### src/rtl/uart_rx_sipo_pkg.sv
`default_nettype none
// ============================================================================
// Module      : uart_pkg
// Description : Shared UART definitions: parity encodings, receiver state
//               encoding, data width and a parity-enable helper.
// Revision    : 1.0 - initial release
// ============================================================================
package uart_pkg;

  localparam int DATA_BITS = 8;

  localparam logic [1:0] PAR_NONE0 = 2'b00;
  localparam logic [1:0] PAR_ODD   = 2'b01;
  localparam logic [1:0] PAR_EVEN  = 2'b10;
  localparam logic [1:0] PAR_NONE1 = 2'b11;

  typedef enum logic [2:0] {
    RX_IDLE   = 3'd0,
    RX_START  = 3'd1,
    RX_DATA   = 3'd2,
    RX_PARITY = 3'd3,
    RX_STOP   = 3'd4
  } rx_state_t;

  // Both "none" encodings (00 and 11) mean the frame carries no parity bit.
  function automatic logic parity_enabled(input logic [1:0] ptype);
    return (ptype == PAR_ODD) || (ptype == PAR_EVEN);
  endfunction

endpackage
`default_nettype wire

### src/rtl/uart_rx_sipo_if.sv
`default_nettype none
// ============================================================================
// Module      : uart_rx_sipo_if
// Description : Receiver-side bundle: serial line and parity selection in,
//               parallel byte and status flags out.
//   data_rx      serial line, idles high
//   parity_type  00/11 none, 01 odd, 10 even
//   data_out     last received byte
//   active_flag  frame in progress
//   done_flag    one-cycle frame-complete pulse
//   parity_error parity mismatch on last frame
//   stop_error   stop bit sampled low on last frame
// Revision    : 1.0 - initial release
// ============================================================================
interface uart_rx_sipo_if;
  import uart_pkg::*;

  logic                 data_rx;
  logic [1:0]           parity_type;
  logic [DATA_BITS-1:0] data_out;
  logic                 active_flag;
  logic                 done_flag;
  logic                 parity_error;
  logic                 stop_error;

  // master: the line driver / consumer of results
  modport master (
    output data_rx, parity_type,
    input  data_out, active_flag, done_flag, parity_error, stop_error
  );

  // slave: the receiver itself
  modport slave (
    input  data_rx, parity_type,
    output data_out, active_flag, done_flag, parity_error, stop_error
  );
endinterface
`default_nettype wire

### src/rtl/uart_rx_sipo_sync.sv
`default_nettype none
// ============================================================================
// Module      : uart_rx_sync
// Description : Two-flop synchronizer for the serial line plus a delayed copy
//               for falling-edge detection. All flops reset to 1 (line idle)
//               so leaving reset never fakes a start edge.
//   baud_clk  receiver clock
//   reset_n   asynchronous active-low reset
//   data_rx   raw serial line
//   rx_s      synchronized line
//   fall      high for one cycle when rx_s goes 1 -> 0
// Revision    : 1.0 - initial release
// ============================================================================
module uart_rx_sync (
  input  wire logic baud_clk,
  input  wire logic reset_n,
  input  wire logic data_rx,
  output logic      rx_s,
  output logic      fall
);

  logic sync1_q, sync1_d;
  logic sync2_q, sync2_d;
  logic rx_p_q,  rx_p_d;

  always_comb begin
    sync1_d = data_rx;
    sync2_d = sync1_q;
    rx_p_d  = sync2_q;
  end

  always_ff @(posedge baud_clk or negedge reset_n) begin
    if (!reset_n) begin
      sync1_q <= 1'b1;
      sync2_q <= 1'b1;
      rx_p_q  <= 1'b1;
    end else begin
      sync1_q <= sync1_d;
      sync2_q <= sync2_d;
      rx_p_q  <= rx_p_d;
    end
  end

  assign rx_s = sync2_q;
  assign fall = rx_p_q & ~sync2_q;

endmodule
`default_nettype wire

### src/rtl/uart_rx_sipo.sv
`default_nettype none
// ============================================================================
// Module      : uart_rx_sipo
// Description : Oversampling UART receiver. Rebuilds start / 8 data (LSB
//               first) / optional parity / stop frames and presents the byte
//               in parallel with a done pulse and error flags.
//   OVERSAMPLE  baud_clk cycles per bit (even, >= 4)
//   baud_clk    receiver clock
//   reset_n     asynchronous active-low reset
//   rx_if       slave side of uart_rx_sipo_if (line in, results out)
// Revision    : 1.0 - initial release
// ============================================================================
module uart_rx_sipo
  import uart_pkg::*;
#(
  parameter int OVERSAMPLE = 16
) (
  input wire logic       baud_clk,
  input wire logic       reset_n,
  uart_rx_sipo_if.slave  rx_if
);

  localparam int                  TICK_W    = $clog2(OVERSAMPLE);
  localparam logic [TICK_W-1:0]   TICK_ONE  = TICK_W'(1);
  localparam logic [TICK_W-1:0]   TICK_MID  = TICK_W'(OVERSAMPLE / 2 - 1);
  localparam logic [TICK_W-1:0]   TICK_LAST = TICK_W'(OVERSAMPLE - 1);
  localparam int                  BIT_W     = $clog2(DATA_BITS);
  localparam logic [BIT_W-1:0]    BIT_LAST  = BIT_W'(DATA_BITS - 1);

  logic rx_s;
  logic fall;

  uart_rx_sync u_sync (
    .baud_clk (baud_clk),
    .reset_n  (reset_n),
    .data_rx  (rx_if.data_rx),
    .rx_s     (rx_s),
    .fall     (fall)
  );

  rx_state_t            state_q,    state_d;
  logic [TICK_W-1:0]    tick_q,     tick_d;
  logic [BIT_W-1:0]     bit_q,      bit_d;
  logic [DATA_BITS-1:0] shreg_q,    shreg_d;
  logic                 par_q,      par_d;
  logic [1:0]           ptype_q,    ptype_d;
  logic [DATA_BITS-1:0] data_out_q, data_out_d;
  logic                 active_q,   active_d;
  logic                 done_q,     done_d;
  logic                 perr_q,     perr_d;
  logic                 serr_q,     serr_d;

  always_ff @(posedge baud_clk or negedge reset_n) begin
    if (!reset_n) begin
      state_q    <= RX_IDLE;
      tick_q     <= '0;
      bit_q      <= '0;
      shreg_q    <= '0;
      par_q      <= 1'b0;
      ptype_q    <= PAR_NONE0;
      data_out_q <= '0;
      active_q   <= 1'b0;
      done_q     <= 1'b0;
      perr_q     <= 1'b0;
      serr_q     <= 1'b0;
    end else begin
      state_q    <= state_d;
      tick_q     <= tick_d;
      bit_q      <= bit_d;
      shreg_q    <= shreg_d;
      par_q      <= par_d;
      ptype_q    <= ptype_d;
      data_out_q <= data_out_d;
      active_q   <= active_d;
      done_q     <= done_d;
      perr_q     <= perr_d;
      serr_q     <= serr_d;
    end
  end

  always_comb begin
    state_d    = state_q;
    tick_d     = tick_q + 1'b1;
    bit_d      = bit_q;
    shreg_d    = shreg_q;
    par_d      = par_q;
    ptype_d    = ptype_q;
    data_out_d = data_out_q;
    active_d   = active_q;
    done_d     = 1'b0;
    perr_d     = perr_q;
    serr_d     = serr_q;

    unique case (state_q)
      RX_IDLE: begin
        tick_d = '0;
        if (fall) begin
          // The edge cycle itself counts as tick 0, so the start bit is
          // sampled OVERSAMPLE/2-1 cycles after the edge.
          tick_d   = TICK_ONE;
          ptype_d  = rx_if.parity_type;
          active_d = 1'b1;
          state_d  = RX_START;
        end
      end

      RX_START: begin
        if (tick_q == TICK_MID) begin
          if (rx_s) begin
            // Line went back high before mid-bit: glitch, drop silently.
            active_d = 1'b0;
            state_d  = RX_IDLE;
          end else begin
            tick_d  = '0;
            bit_d   = '0;
            state_d = RX_DATA;
          end
        end
      end

      RX_DATA: begin
        if (tick_q == TICK_LAST) begin
          tick_d  = '0;
          // LSB arrives first, so shifting right leaves it in bit 0.
          shreg_d = {rx_s, shreg_q[DATA_BITS-1:1]};
          if (bit_q == BIT_LAST) begin
            bit_d   = '0;
            state_d = parity_enabled(ptype_q) ? RX_PARITY : RX_STOP;
          end else begin
            bit_d = bit_q + 1'b1;
          end
        end
      end

      RX_PARITY: begin
        if (tick_q == TICK_LAST) begin
          tick_d  = '0;
          par_d   = rx_s;
          state_d = RX_STOP;
        end
      end

      RX_STOP: begin
        if (tick_q == TICK_LAST) begin
          tick_d     = '0;
          data_out_d = shreg_q;
          serr_d     = ~rx_s;
          // XOR of data and parity is 1 for an odd count of ones; odd
          // parity expects 1, even parity expects 0.
          perr_d     = parity_enabled(ptype_q) &&
                       ((^shreg_q ^ par_q) != (ptype_q == PAR_ODD));
          done_d     = 1'b1;
          active_d   = 1'b0;
          state_d    = RX_IDLE;
        end
      end

      default: state_d = RX_IDLE;
    endcase
  end

  assign rx_if.data_out     = data_out_q;
  assign rx_if.active_flag  = active_q;
  assign rx_if.done_flag    = done_q;
  assign rx_if.parity_error = perr_q;
  assign rx_if.stop_error   = serr_q;

endmodule
`default_nettype wire

### src/flat_wrapper.sv
// flat-port wrapper written by rule: the top's interface ports become plain ports
module uart_rx_sipo_flat import uart_pkg::*;
#(
  parameter int OVERSAMPLE = 16
)
  (baud_clk, reset_n, rx_if_data_rx, rx_if_parity_type, rx_if_data_out, rx_if_active_flag, rx_if_done_flag, rx_if_parity_error, rx_if_stop_error);
  uart_rx_sipo_if rx_if_i ();
  input wire logic baud_clk;
  input wire logic reset_n;
  input wire logic [$bits(rx_if_i.data_rx)-1:0] rx_if_data_rx;
  input wire logic [$bits(rx_if_i.parity_type)-1:0] rx_if_parity_type;
  output wire logic [$bits(rx_if_i.data_out)-1:0] rx_if_data_out;
  output wire logic [$bits(rx_if_i.active_flag)-1:0] rx_if_active_flag;
  output wire logic [$bits(rx_if_i.done_flag)-1:0] rx_if_done_flag;
  output wire logic [$bits(rx_if_i.parity_error)-1:0] rx_if_parity_error;
  output wire logic [$bits(rx_if_i.stop_error)-1:0] rx_if_stop_error;
  assign rx_if_i.data_rx = rx_if_data_rx;
  assign rx_if_i.parity_type = rx_if_parity_type;
  assign rx_if_data_out = rx_if_i.data_out;
  assign rx_if_active_flag = rx_if_i.active_flag;
  assign rx_if_done_flag = rx_if_i.done_flag;
  assign rx_if_parity_error = rx_if_i.parity_error;
  assign rx_if_stop_error = rx_if_i.stop_error;
  uart_rx_sipo #(.OVERSAMPLE(OVERSAMPLE)) u_core (.baud_clk(baud_clk), .reset_n(reset_n), .rx_if(rx_if_i));
endmodule
### config.mk
export PLATFORM = sky130hd
export DESIGN_NAME = uart_rx_sipo_flat
export DESIGN_NICKNAME = d
export VERILOG_FILES = /design/src/rtl/uart_rx_sipo_pkg.sv /design/src/rtl/uart_rx_sipo_if.sv /design/src/rtl/uart_rx_sipo_sync.sv /design/src/rtl/uart_rx_sipo.sv /design/src/flat_wrapper.sv
export SDC_FILE = /design/constraint.sdc
export NUM_CORES = 1
export LEC_CHECK = 0
export ABC_AREA = 1
export BUFFER_PORTS_ARGS = -buffer_cell sky130_fd_sc_hd__buf_2
export CAP_MARGIN = 20
export CORE_MARGIN = 2
export CORE_UTILIZATION = 45
export DETAILED_ROUTE_END_ITERATION = 6
export PLACE_DENSITY = 0.71
export SYNTH_ARGS = -nofsm -noshare
export SYNTH_HDL_FRONTEND = slang
export SYNTH_SLANG_ARGS = --single-unit
### constraint.sdc
create_clock -name baud_clk -period 1.83 [get_ports baud_clk]
set_clock_uncertainty 0.2 [all_clocks]
set_input_delay 0.183 -clock baud_clk [delete_from_list [all_inputs] [get_ports baud_clk]]
set_output_delay 0.183 -clock baud_clk [all_outputs]
set_load 0.02 [all_outputs]
==> metrics.csv, run 1 <==
metric,value,unit
core area,3690,sq um
DRC viols,0,
CP Class,flip-flop to flip-flop,
post-synthesis sequential area ratio,0.522,
first-pass detailed-route iteration total,4,
Clk network pwr share,0.246,
PwrDens,1200,nW/um^2
Mapped Cells,204,
initial antenna violation count,0,
Gate power share,0.333,
Initial Util,0.469,
minimum clock period,1710,ps
maxcap violations,0,
Crit path buffers/inverters,2,
post-synth top area cell,dfrtp_1,
final period utilization,0.933,
hold crit path type,flip-flop to flip-flop,
std cell rows,22,
total net switching power,877,uW
WP data arrival,1680,ps
slowest CP cell,dfrtp_1,
H-Tree Depth,2,
fmax,586,MHz
part of the power in registers,0.421,
"most common cell after layout, fill and taps aside",nand2_1,
most frequent cells in the layout,"nand2_1 (63), dfrtp_1 (33), inv_1 (24), o21ai_0 (24), buf_2 (16)",
Vias/cell,4.88,
CP top delay family,flip-flops,
"Reg clk slew, reported paths",70,ps
CTS buffer count,5,
area grow syn2layout,16.9,%
largest net degree at the start of global routing,37,
global-route wire length before repair,5.49,mm
"Cell Area, Synth",1730,sq um
hold_ws,161,ps
CTS Buffer Depth,2,
Final ANT Viol Nets,0,
Die Y-Extent,66.0,microns
total track usage,0.165,
TritonCTS clock tree,done,
Antenna Diode Count,0,
GP Congestion,0.890,
outcome,completed,
switch share,0.360,
fin worst setup slack,123,ps
final core utilization,0.549,
CP startpoint kind,flip-flop,
worst skew pair latency,280,ps
Peak VDD IR,0.675,mV
max incr delay on CP,390,ps
Yosys cell types,25,
Pleak,1.05,nW
clk sinks,36,
Setup Slack @ Placement,140,ps
vias in the first global route,1321,
Final #Nets,239,
Slew @ Worst Pin,278,ps
Ports,17,
via count,1358,
layout cells sized above 1,0.200,
Slew Limit Fails,0,
Area contributors post-synth,"dfrtp_1 (48%), nand2_1 (14%), o21ai_0 (7.2%)",
Post-CTS Setup Inserts,0,
Most common cell on crit path,inv_1,
cells along the critical path,ha_1 -> nand2_2 -> inv_1 -> a21oi_4 -> inv_1 -> nand3_2 -> nor2_2 -> o21ai_1 -> o21ai_0,
RSZ-0062 raised after global routing,true,
routed len/inst,11.0,microns
required time of the worst setup path,1800,ps
share of the synthesized area in the top cell type,0.477,
Internal Power,1.56,mW
final hold viol count,0,
die area,4360,sq um
DP HPWL,2.17,mm
Finish-stage setup viols,0,
CP Capture Type,flip-flop,
gr ovfl total,0,
syn_nets,213,
Root Buffer,clkbuf_8,
die width,66.0,microns
Rel. slew slack,0.813,
Syn Area/Cell,8.49,sq um
#FFs+latches synth,36,
port bufs,16,
Total Routed Length,3.05,mm
yosys warns,0,
Crit Path Max Fanout,4,
Starting DRT DRC Count,80,
-- synthesized netlist by cell type (all sizes together) --
| master | instances |
|---|---|
| o21ai | 28 |
| o31ai | 1 |
| dfrtp | 33 |
| nand2 | 65 |
| o22ai | 1 |
| nand4 | 1 |
| nor3 | 2 |
| dfstp | 3 |
| xor2 | 2 |
| ha | 4 |
| buf | 3 |
| mux2 | 1 |
| inv | 28 |
| nor2 | 14 |
| a21oi | 6 |
| nand3 | 12 |
-- state kept, by name, summed over array words and instances (netlist names), 2 cells and up --
signal,flops
u_core.rx_if.data_out,8
u_core.shreg_q,8
u_core.tick_q,4
u_core.bit_q,3
u_core.state_q,3
u_core.ptype_q,2
-- worst register-to-register path, cell delays in order (launching register included) --
cell and delay [ps]:
dfrtp_1 390, ha_1 220, nand2_2 100, inv_1 80, a21oi_4 210, inv_1 80, nand3_2 100, nor2_2 50
o21ai_1 70, o21ai_0 80
-- path summary, 6_finish.rpt --
check,slack [ps],end,cells after the start,startpoint
worst max-delay path,120,u_core.state_q[0],9,u_core.tick_q[0]
worst min-delay path,160,u_core.u_sync.rx_s,0,u_core.u_sync.sync1_q
worst max register to register,120,u_core.state_q[0],9,u_core.tick_q[0]
worst min register to register,160,u_core.u_sync.rx_s,0,u_core.u_sync.sync1_q
max in group asynchronous,980,u_core.u_sync.sync1_q,3,reset_n
min in group asynchronous,200,u_core.bit_q[0],3,reset_n
-- cell type report --
class	instances	area, sq um
Fill cell	354	1660
Multi-Input combinational cell	137	711
Sequential cell	36	905
Clock buffer	7	96.3
Tap cell	48	60.1
Inverter	28	105
Timing Repair Buffer	22	148
-- through the flow --
stage / power [mW] / setup TNS [ps] / std cells / instance area [sq um]
6_report: 2.43 / 0 / 278 / 2020
5_1_grt: 2.61 / -0.293 / 278 / 2020
4_1_cts: 2.44 / 0 / 278 / 2020
3_5_place_dp: 1.83 / 0 / 267 / 1880
3_3_place_gp: 1.81 / 0 / 267 / 1880
2_1_floorplan: 1.65 / 0 / 204 / 1730
-- per-layer routing --
layer,part of all wire,vias up,wire (microns),GRT usage
met5,0,-,0,0
met4,0.020,0,61,0.0612
met3,0.036,5,109,0.0358
met2,0.44,25,1350,0.275
met1,0.50,626,1530,0.209
li1,-,702,-,-
-- power groups by stage --
| stage | clock (mW) | combinational [mW] | sequential (mW) |
|---|---|---|---|
| floorplan | 0 | 0.614 | 1.03 |
| global placement | 0 | 0.779 | 1.04 |
| detailed placement | 0 | 0.790 | 1.04 |
| CTS | 0.612 | 0.799 | 1.02 |
| global route | 0.643 | 0.929 | 1.04 |
| finish | 0.599 | 0.812 | 1.02 |
-- cell families (layout without fill, tap and decap cells) --
| family | after synthesis | after routing | share of synthesized area |
|---|---|---|---|
| multiplexers | 1 | 1 | 0.00867 |
| XOR/XNOR | 2 | 2 | 0.0101 |
| adder cells (fa/ha/maj) | 4 | 4 | 0.0289 |
| AO/OA/AOI/OAI | 36 | 36 | 0.119 |
| flip-flops | 36 | 36 | 0.522 |
| buffers and inverters | 31 | 57 | 0.0694 |
| AND/OR/NAND/NOR | 94 | 94 | 0.241 |
-- what timing repair did --
| action | 4_1_cts | 5_1_grt |
|---|---|---|
| hold buffers | 4 | 0 |
| setup endpoints to repair | 0 | 4 |
| endpoints found under the hold margin | 39 | 0 |
| gates resized for setup | 0 | 2 |
Note: power is estimated with default switching activity, not from simulation.
==> run 2, diff against run 1 <==
--- a/config.mk
+++ b/config.mk
@@ -5,13 +5,13 @@
 export SDC_FILE = /design/constraint.sdc
 export NUM_CORES = 1
 export LEC_CHECK = 0
-export ABC_AREA = 1
 export BUFFER_PORTS_ARGS = -buffer_cell sky130_fd_sc_hd__buf_2
 export CAP_MARGIN = 20
 export CORE_MARGIN = 2
 export CORE_UTILIZATION = 45
 export DETAILED_ROUTE_END_ITERATION = 6
-export PLACE_DENSITY = 0.71
+export GPL_ROUTABILITY_DRIVEN = 0
+export PLACE_DENSITY = 0.72
 export SYNTH_ARGS = -nofsm -noshare
 export SYNTH_HDL_FRONTEND = slang
 export SYNTH_SLANG_ARGS = --single-unit
==> run 2 against run 1 <==
Compared with the run above: sequential share of layout area fell by 2.5 points; largest cell class unchanged; maximum frequency fell by 7.4%; combinational power rose by 16%; the flow now finishes with violations (setup timing); synthesized cell count fell by 32%; largest power group unchanged.
==> metrics.csv, run 2 <==
metric,value,unit
outcome,"complete, but fails checks",
failing checks,setup timing,
#FFs+latches synth,36,
Total Routed Length,3.13,mm
Slew @ Worst Pin,318,ps
port bufs,16,
Slew Limit Fails,0,
fmax,543,MHz
Die Y-Extent,65.4,microns
most frequent cells in the layout,"dfrtp_1 (30), buf_4 (17), buf_2 (16), mux2_2 (13)",
CP startpoint kind,flip-flop,
global-route wire length before repair,5.36,mm
Mapped Cells,138,
post-synth top area cell,dfrtp_1,
PwrDens,1200,nW/um^2
CTS buffer count,5,
slowest CP cell,dfrtp_1,
WP data arrival,1820,ps
Root Buffer,clkbuf_8,
"Cell Area, Synth",1700,sq um
DRC viols,0,
"Reg clk slew, reported paths",70,ps
final period utilization,1.01,
Pleak,1.08,nW
fin worst setup slack,-13.2,ps
RSZ-0062 raised after global routing,true,
H-Tree Depth,2,
Ports,17,
share of the synthesized area in the top cell type,0.486,
Rel. slew slack,0.786,
setup tns final,-13.2,ps
hold crit path type,flip-flop to flip-flop,
die area,4280,sq um
CP Class,flip-flop to flip-flop,
gr ovfl total,0,
Antenna Diode Count,0,
CP Capture Type,flip-flop,
Yosys cell types,35,
initial antenna violation count,0,
Final #Nets,188,
top_reg_cell synth,dfrtp_1,
"most common cell after layout, fill and taps aside",dfrtp_1,
maxcap violations,0,
CP top delay family,flip-flops,
yosys warns,0,
clk sinks,36,
Starting DRT DRC Count,47,
vias in the first global route,1253,
Setup Slack @ Placement,-69.7,ps
final hold viol count,0,
CTS Buffer Depth,2,
total stage count of the critical path,5,
Most common cell on crit path,ha_2,
total power,2.58,mW
cells along the critical path,ha_2 -> ha_2 -> or3_4 -> o211ai_1 -> mux2_4,
Syn Area/Cell,12.3,sq um
minimum clock period,1840,ps
Finish-stage setup viols,1,
via count,1170,
Peak VDD IR,0.606,mV
largest net degree at the start of global routing,37,
hold path depth,0,
area grow syn2layout,26.7,%
Post-synth EDFFs,0,
TritonCTS clock tree,done,
top-count cell post-synth,dfrtp_1,
Crit Path Max Fanout,2,
first-pass detailed-route iteration total,4,
Initial Util,0.468,
std cell rows,22,
Reg2Reg Depth,5,
max incr delay on CP,380,ps
routed len/inst,13.7,microns
required time of the worst setup path,1810,ps
die width,65.4,microns
Vias/cell,5.13,
core area,3630,sq um
FF-to-FF setup slack,-10,ps
most common library cells after synthesis,"dfrtp_1 (33), mux2_2 (14), o21ai_0 (10), inv_1 (8)",
syn_nets,147,
DP HPWL,2.25,mm
Crit path buffers/inverters,0,
worst skew pair latency,290,ps
Area contributors post-synth,"dfrtp_1 (49%), mux2_2 (9.3%), mux2_4 (6.2%)",
layout cells sized above 1,0.456,
"FFs w/ async S/R, synth",1.00,
hold_ws,158,ps
total track usage,0.170,
Final ANT Viol Nets,0,
post-synthesis sequential area ratio,0.532,
## run 2: cell types whose count changed in the layout (fill, tap and decap cells not counted), moves of 7 or more
cell / before / now
nand2_1: 63 / 6
buf_4: 1 / 17
inv_1: 24 / 8
o21ai_0: 24 / 8
mux2_2: 0 / 13
mux2_4: 1 / 8
xnor2_1: 0 / 7
## run 2: final timing paths
check | from | endpoint
setup reg to reg | u_core.bit_q[1] | u_core.state_q[0]
setup / recovery | u_core.bit_q[1] | u_core.state_q[0]
max in group asynchronous | reset_n | u_core.u_sync.sync1_q
min in group asynchronous | reset_n | u_core.rx_if.data_out[1]
hold reg to reg | u_core.u_sync.sync1_q | u_core.u_sync.rx_s
hold / removal | u_core.u_sync.sync1_q | u_core.u_sync.rx_s
## run 2: logic make-up (layout without fill, tap and decap cells)
kind of cell	after synthesis	count (layout)	share of synthesized area
DFF	36	36	0.532
and+or+nand+nor	32	32	0.106
AOI/OAI and AO/OA	21	21	0.0744
buffers and inverters	13	55	0.0376
adders and majority gates	4	4	0.0295
xor gates and xnor gates	10	10	0.0596
muxes	22	22	0.161
## run 2: layout make-up
class,instances,area [sq um]
repair buffers,39,279
multi-input cells,89,787
fillers,301,1480
clock buffers,5,68.8
clock inverters,3,18.8
inverters,8,30.0
well taps,48,60.1
flip-flops and latches,36,908
## run 2: metal layers
layer,GRT usage,vias up,part of all wire
li1,-,563,-
met1,0.175,577,0.41
met2,0.315,22,0.54
met3,0.0462,8,0.036
met4,0.0807,0,0.020
met5,0,-,0
## run 2: per-stage QoR
| step | instance area (sq um) | std cells | util |
|---|---|---|---|
| floorplan | 1710 | 138 | - |
| detailed placement | 1960 | 214 | 0.538 |
| CTS | 2110 | 227 | 0.580 |
| finish | 2150 | 228 | 0.592 |
| global route | 2150 | 228 | 0.592 |
| global placement | 1960 | 214 | 0.538 |
## run 2: report_power, final
part	total, mW	switching, mW	leakage (nW)	internal (mW)
combinational	0.944	0.420	0.555	0.524
sequential	1.08	0.167	0.475	0.917
clock	0.547	0.282	0.0479	0.265
total	2.58	0.870	1.08	1.71
## run 2: repair_timing
| action | CTS | global route |
|---|---|---|
| gates cloned | 0 | 1 |
| hold buffers | 4 | 0 |
| setup buffers | 1 | 0 |
| endpoints found under the hold margin | 39 | 0 |
| resized for setup | 3 | 12 |
| pin swaps | 2 | 1 |
| setup endpoints to repair | 16 | 22 |
==> run 3, diff against run 2 <==
--- a/config.mk
+++ b/config.mk
@@ -9,9 +9,11 @@
 export CAP_MARGIN = 20
 export CORE_MARGIN = 2
 export CORE_UTILIZATION = 45
+export CTS_BUF_LIST = sky130_fd_sc_hd__clkbuf_4
 export DETAILED_ROUTE_END_ITERATION = 6
 export GPL_ROUTABILITY_DRIVEN = 0
 export PLACE_DENSITY = 0.72
 export SYNTH_ARGS = -nofsm -noshare
 export SYNTH_HDL_FRONTEND = slang
+export SYNTH_HIERARCHICAL = 1
 export SYNTH_SLANG_ARGS = --single-unit
==> run 3 against run 2 <==
Compared with the run above: die area about the same; the run now ends clean; clock-buffer cell count unchanged; cell count down 4.4%; largest cell class unchanged.
==> metrics.csv, run 3 <==
metric,value,unit
DP Cell Count,206,
setup tns final,0,ps
syn_nets,145,
CP top delay family,simple AND/OR/NAND/NOR gates,
FF-to-FF setup slack,40,ps
required time of the worst setup path,1860,ps
die area,4290,sq um
Die Y-Extent,65.5,microns
PwrDens,1030,nW/um^2
vias in the first global route,1126,
"Reg clk slew, reported paths",110,ps
most common library cells after synthesis,"dfrtp_1 (33), mux2_2 (18), nand2_1 (10), xnor2_1 (7)",
Root Buffer,clkbuf_4,
first-pass detailed-route iteration total,4,
layout cells sized above 1,0.424,
final period utilization,0.979,
CP Capture Type,flip-flop,
Syn Area/Cell,12.5,sq um
hold crit path type,flip-flop to flip-flop,
Finish-stage setup viols,0,
H-Tree Depth,2,
maxcap violations,0,
slowest CP cell,or3_4,
gr ovfl total,0,
CP startpoint kind,flip-flop,
minimum clock period,1790,ps
worst skew pair latency,340,ps
DP HPWL,2.24,mm
routed len/inst,14.0,microns
top_reg_cell synth,dfrtp_1,
Yosys cell types,36,
placed cell area,1910,sq um
Vias/cell,5.22,
fmax,558,MHz
Mapped Cells,136,
Final #Nets,178,
via count,1138,
CTS buffer count,5,
TritonCTS clock tree,done,
Post-synth EDFFs,0,
Slew Limit Fails,0,
Starting DRT DRC Count,47,
Ports,17,
fill count,330,
cells along the critical path,ha_2 -> nand3_2 -> or3_4 -> mux2_4,
Total Routed Length,3.05,mm
post-synth top area cell,dfrtp_1,
WP data arrival,1820,ps
initial antenna violation count,0,
hold_ws,163,ps
met2 Track Usage GR,0.254,
Antenna Diode Count,0,
total stage count of the critical path,4,
register area,907,sq um
Final ANT Viol Nets,0,
most frequent cells in the layout,"dfrtp_1 (31), mux2_2 (18), buf_2 (16), buf_4 (11), nand2_1 (10)",
#FFs+latches synth,36,
Pleak,1.02,nW
met3 usage,0.0428,
Crit Path Max Fanout,6,
"FFs w/ async S/R, synth",1.00,
Crit path buffers/inverters,0,
area grow syn2layout,19.7,%
yosys warns,6,
Rel. slew slack,0.708,
GR peak layer,met2,
final hold viol count,0,
"non-filler cells, final",218,
global-route wire length before repair,5.11,mm
total power,2.09,mW
share of the synthesized area in the top cell type,0.486,
met1 track utilization from global routing,0.200,
"Cell Area, Synth",1700,sq um
largest net degree at the start of global routing,37,
Reg2Reg Depth,4,
RSZ-0062 raised after global routing,true,
post-synthesis sequential area ratio,0.532,
Area contributors post-synth,"dfrtp_1 (49%), mux2_2 (12%), dfstp_2 (4.6%)",
outcome,completed,
Initial Util,0.468,
die width,65.5,microns
total track usage,0.163,
Multi-input gate area,771,sq um
port bufs,16,
hold path depth,0,
DRC viols,0,
Peak VDD IR,0.399,mV
top-count cell post-synth,dfrtp_1,
clk sinks,36,
CP Class,flip-flop to flip-flop,
std cell rows,22,
Slew @ Worst Pin,437,ps
max incr delay on CP,420,ps
"most common cell after layout, fill and taps aside",dfrtp_1,
core area,3630,sq um
CTS Buffer Depth,2,
post-layout instance area,2040,sq um
run 3: logic make-up (layout without fill, tap and decap cells):
family / count (synthesis) / after routing / share of synthesized area
buffers and inverters: 11 / 45 / 0.0294
DFF: 36 / 36 / 0.532
xor gates and xnor gates: 11 / 11 / 0.0648
adders and majority gates: 4 / 4 / 0.0294
muxes: 22 / 22 / 0.155
and+or+nand+nor: 34 / 34 / 0.117
AOI/OAI and AO/OA: 18 / 18 / 0.0729
run 3: worst paths after layout:
path	startpoint	to
max in group asynchronous	reset_n	u_core/u_sync/sync1_q
worst max-delay path	u_core/tick_q[0]	u_core/shreg_q[6]
worst min register to register	u_core/u_sync/sync1_q	u_core/u_sync/rx_s
worst max register to register	u_core/tick_q[0]	u_core/shreg_q[6]
worst min-delay path	u_core/u_sync/sync1_q	u_core/u_sync/rx_s
min in group asynchronous	reset_n	u_core/par_q
run 3: layout make-up:
cell class | count | area share
multi-input combinational | 89 | 0.379
clock inverter | 3 | 0.00922
clock buffer | 5 | 0.0184
inverter | 5 | 0.00922
sequential | 36 | 0.446
tap | 48 | 0.0295
timing repair buffer | 32 | 0.109
run 3: per-layer routing:
layer  part of all wire  wire length [microns]  vias to the layer above
met5                  0                      0                        -
met4              0.016                     48                        0
met3              0.041                    124                        5
met2               0.47                   1440                       31
met1               0.47                   1440                      556
li1                   -                      -                      546
run 3: metrics by stage:
step / worst slack (ps) / utilization
6_report: 38.6 / 0.560
5_1_grt: -9.96 / 0.560
4_1_cts: 14.7 / 0.555
3_5_place_dp: -93.5 / 0.526
3_3_place_gp: -22.8 / 0.526
2_1_floorplan: 4.93 / -
run 3: timing repair:
action | CTS | global route
pin swaps | 1 | 3
endpoints found under the setup margin | 8 | 16
hold endpoints to repair | 39 | 0
resized for setup | 2 | 6
buffers inserted | 0 | 0
hold buffers | 4 | 0
run 3: power by group:
part           internal, mW  total (mW)  switching, mW  leakage [nW]
Sequential            0.902        1.02          0.121         0.470
Clock                 0.147       0.409          0.262        0.0349
Combinational         0.340       0.657          0.317         0.518
Total                  1.39        2.09          0.700          1.02
